[src/rtl/lsu_pkg.sv]
// Shared types and constants for the MEM-stage load/store unit.
package lsu_pkg;

  localparam logic [2:0] F3_B  = 3'b000;
  localparam logic [2:0] F3_H  = 3'b001;
  localparam logic [2:0] F3_W  = 3'b010;
  localparam logic [2:0] F3_BU = 3'b100;
  localparam logic [2:0] F3_HU = 3'b101;

  typedef enum logic [1:0] {
    RES_ALU = 2'b00,
    RES_MEM = 2'b01,
    RES_PC4 = 2'b10
  } res_src_e;

  typedef enum logic [1:0] {
    IDLE      = 2'b00,
    WAIT_GNT  = 2'b01,
    WAIT_RESP = 2'b10
  } lsu_state_e;

  // Unsupported encodings (including sign-variant stores) count as misaligned
  function automatic logic lsu_misaligned(input logic [2:0] f3, input logic [1:0] a,
                                          input logic is_load);
    logic r;
    case (f3)
      F3_B:    r = 1'b0;
      F3_H:    r = a[0];
      F3_W:    r = |a;
      F3_BU:   r = ~is_load;
      F3_HU:   r = ~is_load | a[0];
      default: r = 1'b1;
    endcase
    return r;
  endfunction

endpackage

[src/rtl/load_align.sv]
// Extracts and extends the addressed byte/halfword/word from a load response.
module load_align
  import lsu_pkg::*;
(
  input  logic [31:0] rdata,
  input  logic [1:0]  addr,
  input  logic [2:0]  funct3,
  output logic [31:0] data
);

  logic [7:0]  byte_s;
  logic [15:0] half_s;

  // Lane selection and sign/zero extension
  always_comb begin
    byte_s = rdata[{addr, 3'b000} +: 8];
    half_s = addr[1] ? rdata[31:16] : rdata[15:0];
    case (funct3)
      F3_B:    data = {{24{byte_s[7]}}, byte_s};
      F3_BU:   data = {24'h000000, byte_s};
      F3_H:    data = {{16{half_s[15]}}, half_s};
      F3_HU:   data = {16'h0000, half_s};
      F3_W:    data = rdata;
      default: data = 32'h00000000;
    endcase
  end

endmodule

[src/rtl/mem_stage_lsu.sv]
// MEM stage: issues data-memory requests over req/gnt/rvalid and drives the MEM/WB register.
module mem_stage_lsu
  import lsu_pkg::*;
#(
  parameter int XLEN         = 32,
  parameter int RESP_TIMEOUT = 255
) (
  input  logic            clk,
  input  logic            rst_n,
  input  logic            validM,
  input  logic            regWriteM,
  input  logic [4:0]      rdM,
  input  logic            memReadM,
  input  logic            memWriteM,
  input  logic [2:0]      funct3M,
  input  logic [1:0]      resultSrcM,
  input  logic [XLEN-1:0] aluResultM,
  input  logic [XLEN-1:0] writeDataM,
  input  logic [XLEN-1:0] pcPlus4M,
  output logic            dmemReq,
  output logic            dmemWe,
  output logic [XLEN-1:0] dmemAddr,
  output logic [3:0]      dmemBe,
  output logic [XLEN-1:0] dmemWdata,
  input  logic            dmemGnt,
  input  logic            dmemRvalid,
  input  logic [XLEN-1:0] dmemRdata,
  output logic            stallM,
  output logic            misalignM,
  output logic            busErrM,
  output logic            validW,
  output logic            regWriteW,
  output logic [4:0]      rdW,
  output logic [XLEN-1:0] resultW
);

  localparam int CW = (RESP_TIMEOUT < 2) ? 1 : $clog2(RESP_TIMEOUT + 1);

  lsu_state_e      state_r, state_nx_s;
  logic [CW-1:0]   cnt_r;
  logic            is_load_s, mem_op_s, misal_s, issue_s, timeout_s;
  logic            w_valid_s, w_regwrite_s, misal_pulse_s, berr_pulse_s;
  logic [XLEN-1:0] w_result_s, load_data_s, src_result_s;
  logic            validw_r, regwritew_r, misal_r, berr_r;
  logic [4:0]      rdw_r;
  logic [XLEN-1:0] resultw_r;

  load_align u_load_align (
    .rdata  (dmemRdata),
    .addr   (aluResultM[1:0]),
    .funct3 (funct3M),
    .data   (load_data_s)
  );

  assign is_load_s = memReadM;
  assign mem_op_s  = validM & (memReadM | memWriteM);
  assign misal_s   = mem_op_s & lsu_misaligned(funct3M, aluResultM[1:0], is_load_s);
  assign issue_s   = mem_op_s & ~misal_s & ((state_r == IDLE) | (state_r == WAIT_GNT));
  assign timeout_s = (RESP_TIMEOUT != 0) && (cnt_r == CW'(RESP_TIMEOUT - 1));

  // Writeback value selection
  always_comb begin
    case (res_src_e'(resultSrcM))
      RES_ALU: src_result_s = aluResultM;
      RES_MEM: src_result_s = load_data_s;
      RES_PC4: src_result_s = pcPlus4M;
      default: src_result_s = '0;
    endcase
  end

  // Next-state, stall and retirement decision
  always_comb begin
    state_nx_s    = state_r;
    stallM        = 1'b0;
    w_valid_s     = 1'b0;
    w_regwrite_s  = 1'b0;
    w_result_s    = '0;
    misal_pulse_s = 1'b0;
    berr_pulse_s  = 1'b0;
    if (issue_s) begin
      if (!dmemGnt) begin
        state_nx_s = WAIT_GNT;
        stallM     = 1'b1;
      end else if (is_load_s) begin
        state_nx_s = WAIT_RESP;
        stallM     = 1'b1;
      end else begin
        state_nx_s = IDLE;
        w_valid_s  = 1'b1;
      end
    end else begin
      case (state_r)
        WAIT_RESP: begin
          if (dmemRvalid) begin
            state_nx_s   = IDLE;
            w_valid_s    = 1'b1;
            w_regwrite_s = regWriteM;
            w_result_s   = src_result_s;
          end else if (timeout_s) begin
            state_nx_s   = IDLE;
            w_valid_s    = 1'b1;
            berr_pulse_s = 1'b1;
          end else begin
            stallM = 1'b1;
          end
        end
        default: begin
          state_nx_s = IDLE;
          if (misal_s) begin
            w_valid_s     = 1'b1;
            misal_pulse_s = 1'b1;
          end else if (validM && !mem_op_s) begin
            w_valid_s    = 1'b1;
            w_regwrite_s = regWriteM;
            w_result_s   = src_result_s;
          end else begin
            w_valid_s = 1'b0;
          end
        end
      endcase
    end
  end

  // Request bus, zeroed whenever no request is presented
  always_comb begin
    dmemReq   = issue_s;
    dmemWe    = issue_s & ~is_load_s;
    dmemAddr  = '0;
    dmemBe    = 4'b0000;
    dmemWdata = '0;
    if (issue_s) begin
      dmemAddr = {aluResultM[XLEN-1:2], 2'b00};
      case (funct3M)
        F3_B: begin
          dmemBe    = 4'b0001 << aluResultM[1:0];
          dmemWdata = {4{writeDataM[7:0]}};
        end
        F3_H: begin
          dmemBe    = 4'b0011 << aluResultM[1:0];
          dmemWdata = {2{writeDataM[15:0]}};
        end
        default: begin
          dmemBe    = 4'b1111;
          dmemWdata = writeDataM;
        end
      endcase
    end else begin
      dmemWe = 1'b0;
    end
  end

  // State, response timer and MEM/WB register
  always_ff @(posedge clk or negedge rst_n) begin
    if (!rst_n) begin
      state_r     <= IDLE;
      cnt_r       <= '0;
      validw_r    <= 1'b0;
      regwritew_r <= 1'b0;
      rdw_r       <= 5'd0;
      resultw_r   <= '0;
      misal_r     <= 1'b0;
      berr_r      <= 1'b0;
    end else begin
      state_r     <= state_nx_s;
      cnt_r       <= (state_r == WAIT_RESP && state_nx_s == WAIT_RESP) ? cnt_r + CW'(1) : '0;
      validw_r    <= w_valid_s;
      regwritew_r <= w_valid_s & w_regwrite_s;
      rdw_r       <= w_valid_s ? rdM : 5'd0;
      resultw_r   <= w_result_s;
      misal_r     <= misal_pulse_s;
      berr_r      <= berr_pulse_s;
    end
  end

  assign validW    = validw_r;
  assign regWriteW = regwritew_r;
  assign rdW       = rdw_r;
  assign resultW   = resultw_r;
  assign misalignM = misal_r;
  assign busErrM   = berr_r;

endmodule

[config.mk]
export PLATFORM = sky130hd
export DESIGN_NAME = mem_stage_lsu
export DESIGN_NICKNAME = d
export VERILOG_FILES = /design/src/rtl/lsu_pkg.sv /design/src/rtl/load_align.sv /design/src/rtl/mem_stage_lsu.sv
export SDC_FILE = /design/constraint.sdc
export NUM_CORES = 1
export LEC_CHECK = 0
export BUFFER_PORTS_ARGS = -buffer_cell sky130_fd_sc_hd__clkbuf_2
export CORE_MARGIN = 5
export CORE_UTILIZATION = 40
export CTS_CLUSTER_DIAMETER = 100
export DETAILED_ROUTE_END_ITERATION = 7
export GPL_TIMING_DRIVEN = 0
export MAX_ROUTING_LAYER = met4
export PLACE_DENSITY = 0.79
export SYNTH_ARGS = -nofsm -noshare
export SYNTH_HDL_FRONTEND = slang
export SYNTH_SLANG_ARGS = --single-unit
[constraint.sdc]
create_clock -name clk -period 2.1 [get_ports clk]
set_input_delay 0.21 -clock clk [delete_from_list [all_inputs] [get_ports clk]]
set_output_delay 0.21 -clock clk [all_outputs]
set_load 0.02 [all_outputs]
==> metrics.cfg, run 1 <==
[status]
outcome = finished, final reports clean

[synthesis]
ys_seq_elements = 51
combinational_family_with_the_most_area_after_synthesis = simple AND/OR/NAND/NOR gates
synthSimpleGateAreaFrac_pct = 21.19
synth-edff-count = 0
post_synth_xor_area_fraction_pct = 1.454
yosys_warnings = 0
synth_seq_area_share_pct = 35.32
synth_flop_cell = sky130_fd_sc_hd__dfrtp_1
synth-adder-area-share_pct = 0.6925
post_synth_instance_area_um2 = 3613
postSynth.asyncResetShare_pct = 100.0
synth-compound-area-share_pct = 20.60
synth.distinct_cells = 46
syn_area_per_cell_um2 = 8.583
synthCells = 421
yosys-mux-area-fraction_pct = 13.85

[drt]
detail_route.first_pass.iterations = 4
drt-wirelength-per-cell_um = 18.36
drt_first_iter_violations = 164
postRouteAntennaNets = 0
drc_errors = 0
average_via_count_per_standard_cell = 5.397
num_vias = 4285
finalWirelength_mm = 14.57

[layout]
post_route_cells_drive_above_1_share_pct = 45.63
fin_cells = 794
area_added_between_synthesis_and_finish_pct = 45.50
insertedDiodeCount = 0
finish.net_count = 833

[clock_tree]
cts.clk_slew.worst_paths_ns = 0.10
cts_made_buffers = 5
htree_num_levels = 2
clk-insertion-delay-late_ns = 0.30
cts_tree = done
cts_root_buffer = sky130_fd_sc_hd__clkbuf_8
ctsLongestPathBuffers = 2
cts_num_sinks = 51

[timing]
fin_crit_ns = 2.045
worst_slew_pin_slew_ns = 0.7084
final.period_utilization_pct = 97.40
hold_viol = 0
layout_setup_ws_ns = 0.05460
hold_slack_ns = 0.07891
endpoints_failing_setup = 0
grt_setup_unrepaired = true
drv_slew = 0
fin_skew_ns = 0.009378
fmax_ghz = 0.4889
slew_headroom_pct = 52.77

[setup_path]
timing.setup.critical_path_class = in -> out
cp_data_arrival_time_ns = 1.84
timing.critical_path.from_type = input pin
required_ns = 1.89
worstSetupEndpointType = output pin
path_max_fanout = 10

[global_routing]
grt_use_met1_pct = 28.07
first_global_vias = 4509
gr-usage-met2_pct = 46.22
grt_antenna_before_repair = 0
gr_usage_total_pct = 25.43
grt_pass1_wl_mm = 22.13
grt_max_degree = 52
grt_util_met3_pct = 4.069
top_usage_layer = met2
grt_overflow_total = 0

[pwr]
power_density_nw_per_um2 = 452.3
power.static_leakage_nw = 2.884
vdd_drop_max_uv = 230.4

[die]
fp.dieH_um = 105.0
dieArea_um2 = 11030
pin_count = 258
core_region_area_um2 = 8763
num_rows = 34
dieWidth_um = 105.0
floorplan.initialDensity_pct = 41.23

[placement]
dp_worst_setup_slack_ns = -0.1857
port_buffers = 253
placed_cells = 783
place_congestion = 0.9475
dp_hpwl_mm = 12.02

[min_path]
hp_class = in -> reg

[flow_run]
drv.max_cap_violation_count = 0

[logic make-up (layout without fill, tap and decap cells)]
logic type | after synthesis | in the layout
adder cells (fa/ha/maj) | 2 | 2
AND/OR/NAND/NOR | 149 | 149
buffers and inverters | 46 | 310
other | 1 | 2
multiplexers | 49 | 49
flip-flops | 51 | 51
XOR/XNOR | 6 | 6
AO/OA/AOI/OAI | 117 | 117
[per-stage QoR]
| stage | power [mW] | area, µm² | setup TNS [ns] | utilization [%] |
|---|---|---|---|---|
| finish | 2.378 | 5258 | 0 | 59.99 |
| global route | 2.491 | 5258 | -0.01515 | 59.99 |
| floorplan | 1.450 | 3617 | 0 | - |
| detailed placement | 1.801 | 5019 | -5.455 | 57.27 |
| CTS | 2.363 | 5144 | 0 | 58.70 |
| global placement | 1.785 | 5019 | -4.008 | 57.27 |
[path summary, 6_finish.rpt]
kind                                     from           end  slack (ns)  depth (start not counted)
worst max-delay path            aluResultM[0]  dmemAddr[17]        0.05                         10
worst min-delay path                  dmemGnt    state_r[0]        0.08                          2
worst max register to register     state_r[1]   resultW[28]        0.06                          8
worst min register to register       cnt_r[7]      cnt_r[7]        0.56                          2
max in group asynchronous               rst_n        rdW[2]        1.20                          3
min in group asynchronous               rst_n   resultW[18]        0.37                          2
[critical path, stage by stage]
cell                       delay (ns)
sky130_fd_sc_hd__clkbuf_2        0.11
sky130_fd_sc_hd__buf_4           0.18
sky130_fd_sc_hd__a21oi_2         0.16
sky130_fd_sc_hd__a21oi_2         0.09
sky130_fd_sc_hd__or3_4           0.42
sky130_fd_sc_hd__inv_4           0.10
sky130_fd_sc_hd__buf_8           0.15
sky130_fd_sc_hd__buf_6           0.13
sky130_fd_sc_hd__and2_1          0.12
sky130_fd_sc_hd__buf_2           0.16
[layout make-up]
class	count	area [µm²]
Buffer	34	209.0
Clock buffer	6	72.57
Clock inverter	2	12.51
Fill cell	790	3506
Inverter	9	36.28
Multi-Input combinational cell	325	2172
Sequential cell	51	1276
Tap cell	108	135.1
Timing Repair Buffer	259	1344
[metal layers]
metal | up-vias | wire (µm)
met5 | - | 0
met4 | 0 | 286
met3 | 26 | 1082
met2 | 242 | 7667
met1 | 1994 | 5538
li1 | 2023 | -
[flip-flops by register name, indices dropped and copies added, names as in the netlist]
| signal | flops |
|---|---|
| busErrM | 1 |
| cnt_r | 8 |
| misalignM | 1 |
| rdW | 5 |
| regWriteW | 1 |
| resultW | 32 |
| state_r | 2 |
| validW | 1 |
[cell usage after synthesis (all sizes together) (2+ instances only)]
| master | n | area [µm²] |
|---|---|---|
| dfrtp | 51 | 1276 |
| o22ai | 28 | 175.2 |
| nor2 | 32 | 120.1 |
| nand2 | 41 | 153.9 |
| mux2i | 44 | 440.4 |
| xor2 | 5 | 43.79 |
| and3 | 2 | 12.51 |
| o21ai | 13 | 65.06 |
| nor2b | 3 | 18.77 |
| nand2b | 6 | 40.04 |
| a21oi | 43 | 222.7 |
| a211oi | 9 | 72.57 |
| a31oi | 2 | 12.51 |
| nand3 | 6 | 30.03 |
| and2 | 44 | 275.3 |
| nand3b | 2 | 15.01 |
| mux2 | 5 | 60.05 |
| clkbuf | 19 | 72.56 |
| a21o | 4 | 30.03 |
| buf | 18 | 138.9 |
| or2 | 4 | 25.03 |
| or3 | 3 | 18.77 |
| inv | 9 | 33.78 |
| a221oi | 9 | 78.83 |
| nor3b | 2 | 15.01 |
| ha | 2 | 25.02 |
| o32ai | 5 | 43.79 |
[what timing repair did]
| item | 4_1_cts | 5_1_grt |
|---|---|---|
| resized for setup | 7 | 34 |
| setup buffers | 4 | 0 |
| endpoints found under the setup margin | 66 | 38 |
| endpoints found under the hold margin | 0 | 15 |
| hold buffers | 0 | 1 |
| pin swaps | 0 | 3 |
[cells in the final DEF (no fill, tap or decap), drive strengths merged, types with 4 or more instances in the layout]
cell type  instances
xor2               5
a21o               4
mux2               5
nand3              6
mux2i             44
nor2              32
nand2b             6
a221oi             9
or2                4
nand2             41
a21oi             43
o22ai             28
inv                9
a211oi             9
and2              44
o32ai              5
o21ai             13
dfrtp             51
clkbuf           265
buf               33
[where the power goes]
| group | total (mW) | internal [mW] | switching, mW |
|---|---|---|---|
| Sequential | 1.02 | 1.01 | 0.00906 |
| Combinational | 0.791 | 0.321 | 0.469 |
| Clock | 0.566 | 0.234 | 0.332 |
No activity file was read; power rests on OpenSTA's default activity.
==> run 2, diff against run 1 <==
GPL_TIMING_DRIVEN = default   (was 0)
==> run 2 against run 1 <==
  * Cell count decreased by 2.0%
  * Via count down 1.5%
  * Core utilization shrank 1.4 points
  * Highest routed layer unchanged
  * Routed wire length is 1.8% lower
  * Clock skew increased by 0.0042 ns
  * Global-route usage decreased by 0.40 points
==> metrics.cfg, run 2 (synthesized netlist as in run 1, its figures left out) <==
[pwr]
power.net_switching_mw = 0.8042
sw_frac_of_total_pct = 33.06
pwr-share-clk_pct = 26.2
cell_internal_pwr_mw = 1.628
vdd_drop_max_uv = 235.4
seq_power_share_pct = 42.0
fraction_of_power_consumed_by_combinational_cells_pct = 31.8
power.static_leakage_nw = 2.847
power_density_nw_per_um2 = 473.4

[layout]
fillers = 792
final_common_cell = sky130_fd_sc_hd__clkbuf_2
insertedDiodeCount = 0
mostFrequentLayoutCells = sky130_fd_sc_hd__clkbuf_2, sky130_fd_sc_hd__dfrtp_1, sky130_fd_sc_hd__mux2i_1, sky130_fd_sc_hd__and2_1
area_added_between_synthesis_and_finish_pct = 42.17
largest_register_ffs = 32
post_route_cells_drive_above_1_share_pct = 45.37
finish.net_count = 817
fin_cells = 778

[placement]
place_congestion = 0.9097
placed_cells = 770
dp_hpwl_mm = 11.65
dp_worst_setup_slack_ns = 0.04187
port_buffers = 255

[setup_path]
path_max_fanout = 31
cp_data_arrival_time_ns = 1.82
timing.setup.critical_path_class = reg -> out
worstSetupEndpointType = output pin
timing.critical_path.from_type = flop
required_ns = 1.89

[clock_tree]
ctsLongestPathBuffers = 2
cts_made_buffers = 5
cts_num_sinks = 51
postCtsHoldBufs = 0
cts_root_buffer = sky130_fd_sc_hd__clkbuf_8
clk-insertion-delay-late_ns = 0.31
cts.clk_slew.worst_paths_ns = 0.10
htree_num_levels = 2
cts_tree = done

[drt]
average_via_count_per_standard_cell = 5.423
postRouteAntennaNets = 0
detail_route.first_pass.iterations = 5
drc_errors = 0
num_vias = 4219
finalWirelength_mm = 14.31
drt-wirelength-per-cell_um = 18.39
drt_first_iter_violations = 230

[flow_run]
drv.max_cap_violation_count = 0

[global_routing]
grt_pass1_wl_mm = 21.95
gr_usage_total_pct = 25.04
grt_antenna_before_repair = 0
grt_max_degree = 52
first_global_vias = 4428
grt_overflow_total = 0

[timing]
layout_setup_ws_ns = 0.07184
drv_slew = 0
hold_viol = 0
hold_slack_ns = 0.01667
final.period_utilization_pct = 96.58
fmax_ghz = 0.4931
slew_headroom_pct = 30.33
fin_skew_ns = 0.01362
fin_tns_setup_ns = 0
fin_crit_ns = 2.028
worst_slew_pin_slew_ns = 1.043
endpoints_failing_setup = 0

[status]
outcome = finished, final reports clean

[die]
num_rows = 34
pin_count = 258
dieWidth_um = 105.0
fp.dieH_um = 105.0
dieArea_um2 = 11030
floorplan.initialDensity_pct = 41.23
core_region_area_um2 = 8763

[min_path]
hp_class = in -> async

## run 2: cell types whose count changed in the layout (fill, tap and decap cells not counted), sizes merged
cell | before | now
buf | 33 | 23
clkbuf | 265 | 261
clkinv | 1 | 0
dlygate4sd3 | 1 | 0
## run 2: layout make-up
type	instances	area, µm²	area share [%]
clock buffers	7	96.34	1.875
clock inverters	1	7.507	0.1461
inverters	9	33.78	0.6576
multi-input cells	325	2108	41.04
flip-flops and latches	51	1277	24.87
well taps	108	135.1	2.630
repair buffers	277	1479	28.79
## run 2: per-layer routing
layer | global-route usage, % | wire, µm
met5 | - | 0
met4 | 8.128 | 306
met3 | 5.672 | 1179
met2 | 44.87 | 7426
met1 | 27.27 | 5397
## run 2: per-stage QoR
stage | utilization [%] | total power [mW] | cell area, µm²
2_1_floorplan | - | 1.450 | 3617
3_3_place_gp | 57.34 | 1.794 | 5025
5_1_grt | 58.62 | 2.561 | 5137
3_5_place_dp | 57.34 | 1.811 | 5025
4_1_cts | 58.52 | 2.450 | 5129
6_report | 58.62 | 2.432 | 5137
## run 2: final timing paths
kind	startpoint	end	slack [ns]	cells past startpoint
max	state_r[1]	dmemWdata[28]	0.07	4
min	rst_n	resultW[12]	0.02	2
max reg2reg	state_r[1]	resultW[5]	0.07	6
min reg2reg	cnt_r[0]	cnt_r[0]	0.50	1
max in group asynchronous	rst_n	cnt_r[0]	1.60	2
min in group clk	dmemGnt	state_r[0]	0.07	2
## run 2: repair_timing
action	4_1_cts	5_1_grt
setup buffers	0	0
gates resized for setup	0	4
endpoints found under the setup margin	0	11
## run 2: power groups by stage
stage / registers [mW] / clock network, mW / logic, mW
6_report: 1.02 / 0.637 / 0.773
5_1_grt: 1.03 / 0.699 / 0.836
4_1_cts: 1.02 / 0.655 / 0.773
3_5_place_dp: 1.04 / 0 / 0.769
3_3_place_gp: 1.04 / 0 / 0.753
2_1_floorplan: 1.08 / 0 / 0.370
## run 2: worst max-delay path, stage by stage (launching register included)
cell	delay [ns]
sky130_fd_sc_hd__dfrtp_1	0.44
sky130_fd_sc_hd__or3_4	0.43
sky130_fd_sc_hd__buf_12	0.18
sky130_fd_sc_hd__a211oi_1	0.23
sky130_fd_sc_hd__buf_2	0.22
